## config.mk

```make
export PLATFORM = sky130hd
export DESIGN_NAME = output_ram
export DESIGN_NICKNAME = d
export VERILOG_FILES = /design/src/rtl/output_ram_pkg.sv /design/src/rtl/output_ram_pair_ram.sv /design/src/rtl/output_ram.sv
export SDC_FILE = /design/constraint.sdc
export NUM_CORES = 1
export LEC_CHECK = 0
export ABC_CLOCK_PERIOD_IN_PS = 4400
export BUFFER_PORTS_ARGS = -buffer_cell sky130_fd_sc_hd__buf_2
export CAP_MARGIN = 10
export CORE_AREA = 5 5 150 152
export DETAILED_ROUTE_END_ITERATION = 8
export DIE_AREA = 0 0 155 157
export PLACE_DENSITY = 0.82
export SLEW_MARGIN = 40
export SYNTH_ARGS = -nofsm -noshare
export SYNTH_HDL_FRONTEND = slang
export SYNTH_SLANG_ARGS = --single-unit
```

## constraint.sdc

```tcl
create_clock -name clk -period 4.4 [get_ports clk]
set_clock_uncertainty 0.15 [all_clocks]
set_input_delay 0.66 -clock clk [delete_from_list [all_inputs] [get_ports clk]]
set_output_delay 0.66 -clock clk [all_outputs]
set_load 0.02 [all_outputs]
```

## src/rtl/output_ram_pkg.sv

```systemverilog
// Shared definitions for the result-collection memory.
package output_ram_pkg;

  typedef enum logic [1:0] {
    IDLE    = 2'd0,
    COLLECT = 2'd1,
    FULL    = 2'd2
  } state_t;

  // Bits needed to index pairs in a memory of the given depth.
  function automatic int unsigned pair_bits(input int unsigned depth);
    return $clog2(depth) - 1;
  endfunction

  // Bits needed for a word count that can reach the full depth.
  function automatic int unsigned count_bits(input int unsigned depth);
    return $clog2(depth) + 1;
  endfunction

endpackage

```

## src/rtl/output_ram_pair_ram.sv

```systemverilog
// r x n word store with one pair-write port and one registered pair-read port.
// Even address holds the first word of a pair, odd address the second.
module pair_ram
  import output_ram_pkg::*;
#(
  parameter int r = 16,
  parameter int n = 16
) (
  input  logic                    clk,
  input  logic                    rst,
  input  logic                    we,
  input  logic [$clog2(r)-2:0]    wa,
  input  logic [n-1:0]            d1,
  input  logic [n-1:0]            d2,
  input  logic [$clog2(r)-2:0]    ra,
  output logic [n-1:0]            q1,
  output logic [n-1:0]            q2,
  input  logic                    dump
);

  logic [n-1:0] mem [0:r-1];

  // Pair write; contents survive reset.
  always_ff @(posedge clk) begin
    if (we) begin
      mem[{wa, 1'b0}] <= d1;
      mem[{wa, 1'b1}] <= d2;
    end
  end

  // Registered pair read; sees pre-write contents on a same-pair collision.
  always_ff @(posedge clk) begin
    if (rst) begin
      q1 <= '0;
      q2 <= '0;
    end else begin
      q1 <= mem[{ra, 1'b0}];
      q2 <= mem[{ra, 1'b1}];
    end
  end

endmodule

```

## src/rtl/output_ram.sv

```systemverilog
// Result-collection memory: accepts pairs over valid/ready into consecutive
// even/odd addresses, flags completion, and offers a registered pair readback.
module output_ram
  import output_ram_pkg::*;
#(
  parameter int r = 16,
  parameter int n = 16
) (
  input  logic                 clk,
  input  logic                 rst,
  input  logic                 start,
  input  logic                 wr_valid,
  output logic                 wr_ready,
  input  logic [n-1:0]         pi1,
  input  logic [n-1:0]         pi2,
  input  logic [$clog2(r)-2:0] rd_i,
  output logic [n-1:0]         po1,
  output logic [n-1:0]         po2,
  output logic [$clog2(r):0]   count,
  output logic                 full,
  output logic                 done
);

  localparam int PAIRS = r / 2;
  localparam int PW    = pair_bits(r);
  localparam int CW    = count_bits(r);

  state_t        state;
  logic [PW-1:0] ptr;
  logic          accept;

  // Ready depends on state alone; start in the same cycle discards the pair.
  always_comb begin
    wr_ready = (state == COLLECT);
    accept   = wr_ready & wr_valid & ~start & ~rst;
  end

  // Collection FSM with pointer, word count and completion flags.
  always_ff @(posedge clk) begin
    if (rst) begin
      state <= IDLE;
      ptr   <= '0;
      count <= '0;
      full  <= 1'b0;
      done  <= 1'b0;
    end else begin
      done <= 1'b0;
      case (state)
        IDLE: begin
          if (start) begin
            state <= COLLECT;
            ptr   <= '0;
            count <= '0;
          end
        end
        COLLECT: begin
          if (start) begin
            ptr   <= '0;
            count <= '0;
          end else if (wr_valid) begin
            ptr   <= ptr + PW'(1);
            count <= count + CW'(2);
            if (ptr == PW'(PAIRS - 1)) begin
              state <= FULL;
              full  <= 1'b1;
              done  <= 1'b1;
            end
          end
        end
        FULL: begin
          if (start) begin
            state <= COLLECT;
            ptr   <= '0;
            count <= '0;
            full  <= 1'b0;
          end
        end
        default: state <= IDLE;
      endcase
    end
  end

  pair_ram #(
    .r (r),
    .n (n)
  ) u_ram (
    .clk  (clk),
    .rst  (rst),
    .we   (accept),
    .wa   (ptr),
    .d1   (pi1),
    .d2   (pi2),
    .ra   (rd_i),
    .q1   (po1),
    .q2   (po2),
    .dump (done)
  );

endmodule

```

==> results of run 1 <==
[power by group]
group	internal [W]	leakage [nW]	switching [W]
Sequential	0.00310	2.66	0.0000111
Combinational	0.000105	1.20	0.000151
Clock	0.00136	0.455	0.000986
Total	0.00456	4.31	0.00115
[layout by cell type, fill, tap and decap left out, drive strengths merged]
cell and instances:
clkbuf 36, nand2 3, and3b 2, nand3 4
nand3b 1, o31ai 2, nand4b 1, dfxtp 43
or4 2, buf 88, bufinv 2, edfxtp 256
clkinv 13, nor3 3, a21oi 10, nor2b 1
diode 1, and2 1, o21ai 5, a21o 2
mux4 64, clkinvlp 1, a21bo 1, nand4bb 1
nand2b 2, or3 2, mux2i 32, ha 3
conb 1, inv 1, nor2 40, and2b 2
[layout make-up]
| class | count | area, µm² | area share (%) |
|---|---|---|---|
| multi-input combinational | 185 | 2290 | 18.2 |
| clock inverter | 16 | 135 | 1.07 |
| inverter | 1 | 3.75 | 0.0298 |
| antenna | 1 | 2.50 | 0.0199 |
| clock buffer | 36 | 772 | 6.13 |
| tap | 275 | 344 | 2.73 |
| timing repair buffer | 88 | 490 | 3.90 |
| sequential | 299 | 8550 | 67.9 |
[metal layers]
| metal | wire, µm | up-vias | global-route usage [%] | part of all wire (%) |
|---|---|---|---|---|
| met4 | 194 | 2 | 3.78 | 0.94 |
| met1 | 8090 | 2640 | 21.9 | 39 |
| met5 | 7 | - | 0 | 0.034 |
| met2 | 11200 | 171 | 30.6 | 54 |
| met3 | 1210 | 21 | 3.33 | 5.9 |
| li1 | - | 2248 | - | - |
[sequential cells by signal, summed over array words and instances, names as in the netlist]
| signal | flops |
|---|---|
| po2 | 16 |
| done | 1 |
| po1 | 16 |
| u_ram.mem | 256 |
| full | 1 |
| count | 4 |
| ptr | 3 |
| state | 2 |
[worst paths after layout]
check / from / endpoint / slack [ns] / cells past startpoint
worst max register to register: state[0]$_SDFFE_PP0P_ / u_ram.mem[4][12]$_DFFE_PP_ / 1.81 / 4
worst min-delay path: pi2[13] / u_ram.mem[3][29]$_DFFE_PP_ / 0.25 / 1
worst min register to register: count[4]$_SDFFE_PP0P_ / count[4]$_SDFFE_PP0P_ / 0.32 / 2
worst max-delay path: state[0]$_SDFFE_PP0P_ / u_ram.mem[4][12]$_DFFE_PP_ / 1.81 / 4
[stage by stage]
step                instances  cell area [µm²]  total power, W  util [%]  setup slack [ns]
floorplan                 510            11000         0.00333         -             0.580
global route              901            12600         0.00590      60.3              1.66
finish                    901            12600         0.00571      60.3              1.81
global placement          848            11700         0.00342      55.9              1.34
detailed placement        848            11700         0.00343      55.9              1.21
CTS                       900            12600         0.00575      60.2              1.75
[cell families after synthesis]
logic type | after synthesis | share of synthesized area [%]
AND/OR/NAND/NOR | 65 | 2.89
buffers and inverters | 26 | 1.60
multiplexers | 96 | 16.1
adder cells (fa/ha/maj) | 3 | 0.343
other | 1 | 0.0342
flip-flops | 299 | 78.0
AO/OA/AOI/OAI | 20 | 1.06
[worst register-to-register path, stage by stage, from the launching register on]
cell and delay (ns):
sky130_fd_sc_hd__dfxtp_1 0.44, sky130_fd_sc_hd__and2b_2 0.25, sky130_fd_sc_hd__nand4bb_1 0.41, sky130_fd_sc_hd__nor2_4 0.60
sky130_fd_sc_hd__buf_4 0.39
==> results.sh, run 1 <==
export IMPL_distinct_cell_type_count_after_synthesis=32
export IMPL_core_rowCount=53
export IMPL_boundaryPins=79
export IMPL_numCtsBuffers=28
export IMPL_grt_antenna_before_repair=2
export IMPL_globalRoute_totalOverflow=0
export IMPL_min_period_ns=2.59
export IMPL_numClockSinks=299
export IMPL_num_fill_cells=1456
export IMPL_syn_cell_area_um2=11000
export IMPL_synth_warning_count=0
export IMPL_route_vias_total=5082
export IMPL_grt_max_degree=40
export IMPL_timing_hold_violations_final=0
export IMPL_final_setup_fails=0
export IMPL_critical_path_arrival_ns=2.64
export IMPL_power_density_nw_per_um2=453
export IMPL_syn_to_final_growth_pct=14.9
export IMPL_postSynthCellCount=510
export IMPL_hold_slack_ns=0.248
export IMPL_timing_critical_path_slowest_cell_delay_ns=0.60
export IMPL_drt_drc_violations_left=0
export IMPL_slew_viol_final=0
export IMPL_tightestPinTransition_ns=0.669
export IMPL_power_static_leakage_nw=4.31
export IMPL_globalRouteTotalUtil_pct=17.1
export IMPL_portBuffers=77
export IMPL_number_of_global_route_vias_before_repair=5477
export IMPL_finish_net_count=645
export IMPL_postRouteAntennaNets=0
export IMPL_cts_clk_slew_worst_paths_ns=0.06
export IMPL_synth_common_cells="sky130_fd_sc_hd__edfxtp_1 (256), sky130_fd_sc_hd__mux4_2 (64), sky130_fd_sc_hd__dfxtp_1 (43), sky130_fd_sc_hd__nor2_1 (40), sky130_fd_sc_hd__mux2i_1 (32)"
export IMPL_crit_chain="and2b_2, nand4bb_1, nor2_4, buf_4"
export IMPL_routedWlPerCell_um=23.0
export IMPL_ctsResizeCount=0
export IMPL_start_util_pct=52.5
export IMPL_ir_worst_vdd_v=0.000318
export IMPL_cp_data_required_time_ns=4.45
export IMPL_timing_critical_path_fanout_max=18
export IMPL_synthDominantCellAreaShare_pct=70.1
export IMPL_max_slew_margin_rel_pct=55.4
export IMPL_cpMaxStageDelayCell="sky130_fd_sc_hd__nor2_4"
export IMPL_number_of_flops_mapped_to_enable_cells_by_yosys=256
export IMPL_endpoint_kind="flop"
export IMPL_post_cts_setup_buffer_count=0
export IMPL_layout_drive_gt1_share_pct=34.1
export IMPL_most_used_standard_cell_by_instance_count_after_synthesis="sky130_fd_sc_hd__edfxtp_1"
export IMPL_cts_htree_levels=1
export IMPL_tritoncts="done"
export IMPL_run_status="finished clean"
export IMPL_postRouteWirelength_um=20700
export IMPL_path_class="reg -> reg"
export IMPL_drtPass1Iterations=4
export IMPL_grt_pass1_wl_um=31800
export IMPL_fmax_mhz=386
export IMPL_cts_buffer_depth=3
export IMPL_min_delay_path_class="in -> reg"
export IMPL_routabilityCongestion=0.700
export IMPL_synth_seq_area_share_pct=78.0
export IMPL_asyncSetResetFlopFracSynth_pct=0
export IMPL_synthesis_nets=552
export IMPL_cts_root_buf="sky130_fd_sc_hd__clkbuf_16"
export IMPL_fp_coreArea_um2=20900
export IMPL_min_period_over_period_pct=58.9
export IMPL_dieArea_um2=24300
export IMPL_tns_ns=0
export IMPL_cp_buffers_inverters=1
export IMPL_drt_first_iter_violations=395
export IMPL_avgViaCountPerCell=5.64
export IMPL_postCtsHoldBufs=0
export IMPL_clock_latency_ns=0.53
export IMPL_dp_hpwl_um=11700
export IMPL_rsz0062_at_grt="no"
export IMPL_netlist_top_cells_area="sky130_fd_sc_hd__edfxtp_1 (70%), sky130_fd_sc_hd__mux4_2 (13%), sky130_fd_sc_hd__dfxtp_1 (7.9%), sky130_fd_sc_hd__mux2i_1 (2.9%), sky130_fd_sc_hd__nor2_1 (1.4%)"
export IMPL_max_cap_violations=0
export IMPL_yosys_most_used_dff="sky130_fd_sc_hd__edfxtp_1"
export IMPL_yosys_area_top_type="sky130_fd_sc_hd__edfxtp_1"
export IMPL_startpoint_type="flop"
export IMPL_synth_ff_latch_count=299
export IMPL_synth_area_per_cell_um2=21.5
export IMPL_worst_path_dominant_cell_family="simple AND/OR/NAND/NOR gates"
export IMPL_die_width_um=155
export IMPL_die_y_um=157
(Power assumes the default switching activity.)
==> run 2: changes to the inputs <==
- ABC_CLOCK_PERIOD_IN_PS: 4400 -> 2100
- PLACE_DENSITY: 0.82 -> 0.85
- clock period: 4.4 -> 2.1 ns (I/O delays scaled with it)
==> run 2 against run 1 <==
Die area unchanged. Non-clock buffer count up 52. Critical path type unchanged. Critical path depth up 1. Combinational power up 140%. Wire length up 5.2%. Flip-flop and latch count unchanged. Cell area up 6.3%. Cell count up 5.8%. Via count up 6.9%. First-iteration DRC count up 7.6%. Total power up 120%.
==> results.sh, run 2 (synthesis gave the netlist of run 1 again) <==
export IMPL_run_status="finished clean"
export IMPL_avgViaCountPerCell=5.70
export IMPL_drt_first_iter_violations=425
export IMPL_die_width_um=155
export IMPL_route_vias_total=5434
export IMPL_postLayoutSetupSlackWorst_ns=0.141
export IMPL_cts_root_buf="sky130_fd_sc_hd__clkbuf_16"
export IMPL_tritoncts="done"
export IMPL_tightestPinTransition_ns=0.635
export IMPL_drtPass1Iterations=5
export IMPL_dp_hpwl_um=12600
export IMPL_cts_htree_levels=1
export IMPL_grt_pass1_wl_um=34000
export IMPL_postRouteWirelength_um=21800
export IMPL_cpMaxStageDelayCell="sky130_fd_sc_hd__dfxtp_2"
export IMPL_timing_critical_path_slowest_cell_delay_ns=0.35
export IMPL_min_delay_path_class="in -> reg"
export IMPL_die_y_um=157
export IMPL_largest_register_ffs=256
export IMPL_top_register="u_ram.mem"
export IMPL_ir_worst_vdd_v=0.000623
export IMPL_most_common_layout_cells="sky130_fd_sc_hd__edfxtp_1 (256), sky130_fd_sc_hd__buf_2 (76), sky130_fd_sc_hd__mux4_2 (64), sky130_fd_sc_hd__dfxtp_1 (41)"
export IMPL_syn_to_final_growth_pct=22.1
export IMPL_crit_chain="and2b_4, nand4b_1, buf_4, nor2_4, buf_12"
export IMPL_postRouteAntennaNets=0
export IMPL_fp_coreArea_um2=20900
export IMPL_layout_drive_gt1_share_pct=34.4
export IMPL_endpoint_kind="flop"
export IMPL_path_class="reg -> reg"
export IMPL_grt_antenna_before_repair=2
export IMPL_slew_viol_final=0
export IMPL_rsz0062_at_grt="no"
export IMPL_number_of_global_route_vias_before_repair=5854
export IMPL_routabilityCongestion=0.722
export IMPL_preCtsSetupSlack_ns=0.0950
export IMPL_boundaryPins=79
export IMPL_cp_data_required_time_ns=2.18
export IMPL_final_setup_fails=0
export IMPL_globalRoute_totalOverflow=0
export IMPL_cell_area_after_layout_um2=13400
export IMPL_worst_path_dominant_cell_family="simple AND/OR/NAND/NOR gates"
export IMPL_timing_critical_path_fanout_max=15
export IMPL_start_util_pct=52.5
export IMPL_timing_hold_violations_final=0
export IMPL_fmax_mhz=511
export IMPL_layout_commonest_cell="sky130_fd_sc_hd__edfxtp_1"
export IMPL_cts_clk_slew_worst_paths_ns=0.06
export IMPL_routedWlPerCell_um=22.8
export IMPL_globalRouteTotalUtil_pct=18.5
export IMPL_finish_net_count=697
export IMPL_startpoint_type="flop"
export IMPL_grt_max_degree=37
export IMPL_clock_latency_ns=0.53
export IMPL_drt_drc_violations_left=0
export IMPL_max_cap_violations=0
export IMPL_cts_buffer_depth=3
export IMPL_power_static_leakage_nw=4.61
export IMPL_core_rowCount=53
export IMPL_numClockSinks=299
export IMPL_cp_buffers_inverters=2
export IMPL_dieArea_um2=24300
export IMPL_numCtsBuffers=28
export IMPL_min_period_over_period_pct=93.3
export IMPL_critical_path_arrival_ns=2.04
export IMPL_max_slew_margin_rel_pct=57.7
export IMPL_placed_cell_area_um2=12000
export IMPL_post_cts_setup_buffer_count=0
export IMPL_portBuffers=77
export IMPL_power_density_nw_per_um2=939
export IMPL_design_power_total_w=0.0126
export IMPL_min_period_ns=1.96
export IMPL_tns_ns=0
-- run 2: final cells by class --
cell class                      instances  area [µm²]
Antenna cell                            1        2.50
Clock buffer                           35         768
Clock inverter                         17         246
Fill cell                            1357        7510
Inverter                                1        3.75
Multi-Input combinational cell        185        2320
Sequential cell                       299        8550
Tap cell                              275         344
Timing Repair Buffer                  140        1150
-- run 2: final timing paths --
kind	end	slack, ns	cells after the start	startpoint
worst min register to register	count[4]$_SDFFE_PP0P_	0.34	2	count[4]$_SDFFE_PP0P_
worst min-delay path	state[0]$_SDFFE_PP0P_	0.06	3	wr_valid
worst max register to register	u_ram.mem[3][0]$_DFFE_PP_	0.14	5	state[1]$_SDFFE_PP0P_
worst max-delay path	u_ram.mem[3][0]$_DFFE_PP_	0.14	5	state[1]$_SDFFE_PP0P_
-- run 2: power by group --
group          total (W)  switching, W  internal (W)
sequential       0.00651     0.0000238       0.00649
combinational   0.000618      0.000336      0.000282
clock            0.00543       0.00209       0.00334
total             0.0126       0.00245        0.0101
-- run 2: stage by stage --
step	utilization, %	hold slack [ns]	instances
6_report	64.1	0.0648	953
5_1_grt	64.1	0.0619	953
4_1_cts	64.1	0.0312	952
3_5_place_dp	57.6	0.333	866
3_3_place_gp	57.6	0.306	866
2_1_floorplan	-	0.264	510
-- run 2: metal layers --
layer,share of wire (%),GRT usage [%],vias up
li1,-,-,2353
met1,40,24.5,2839
met2,52,32.0,206
met3,6.6,3.90,34
met4,1.6,3.91,2
met5,0.032,0,-
-- run 2: repair_timing --
item                                   CTS  global route
endpoints found under the hold margin  258             0
resized for setup                        0             0
hold buffers                            34             0
-- run 2: tightest hold or removal path, delay by kind of cell --
kind                   cells  cell delay (ns)
buffers and inverters      1             0.11
AND/OR/NAND/NOR            2             0.28
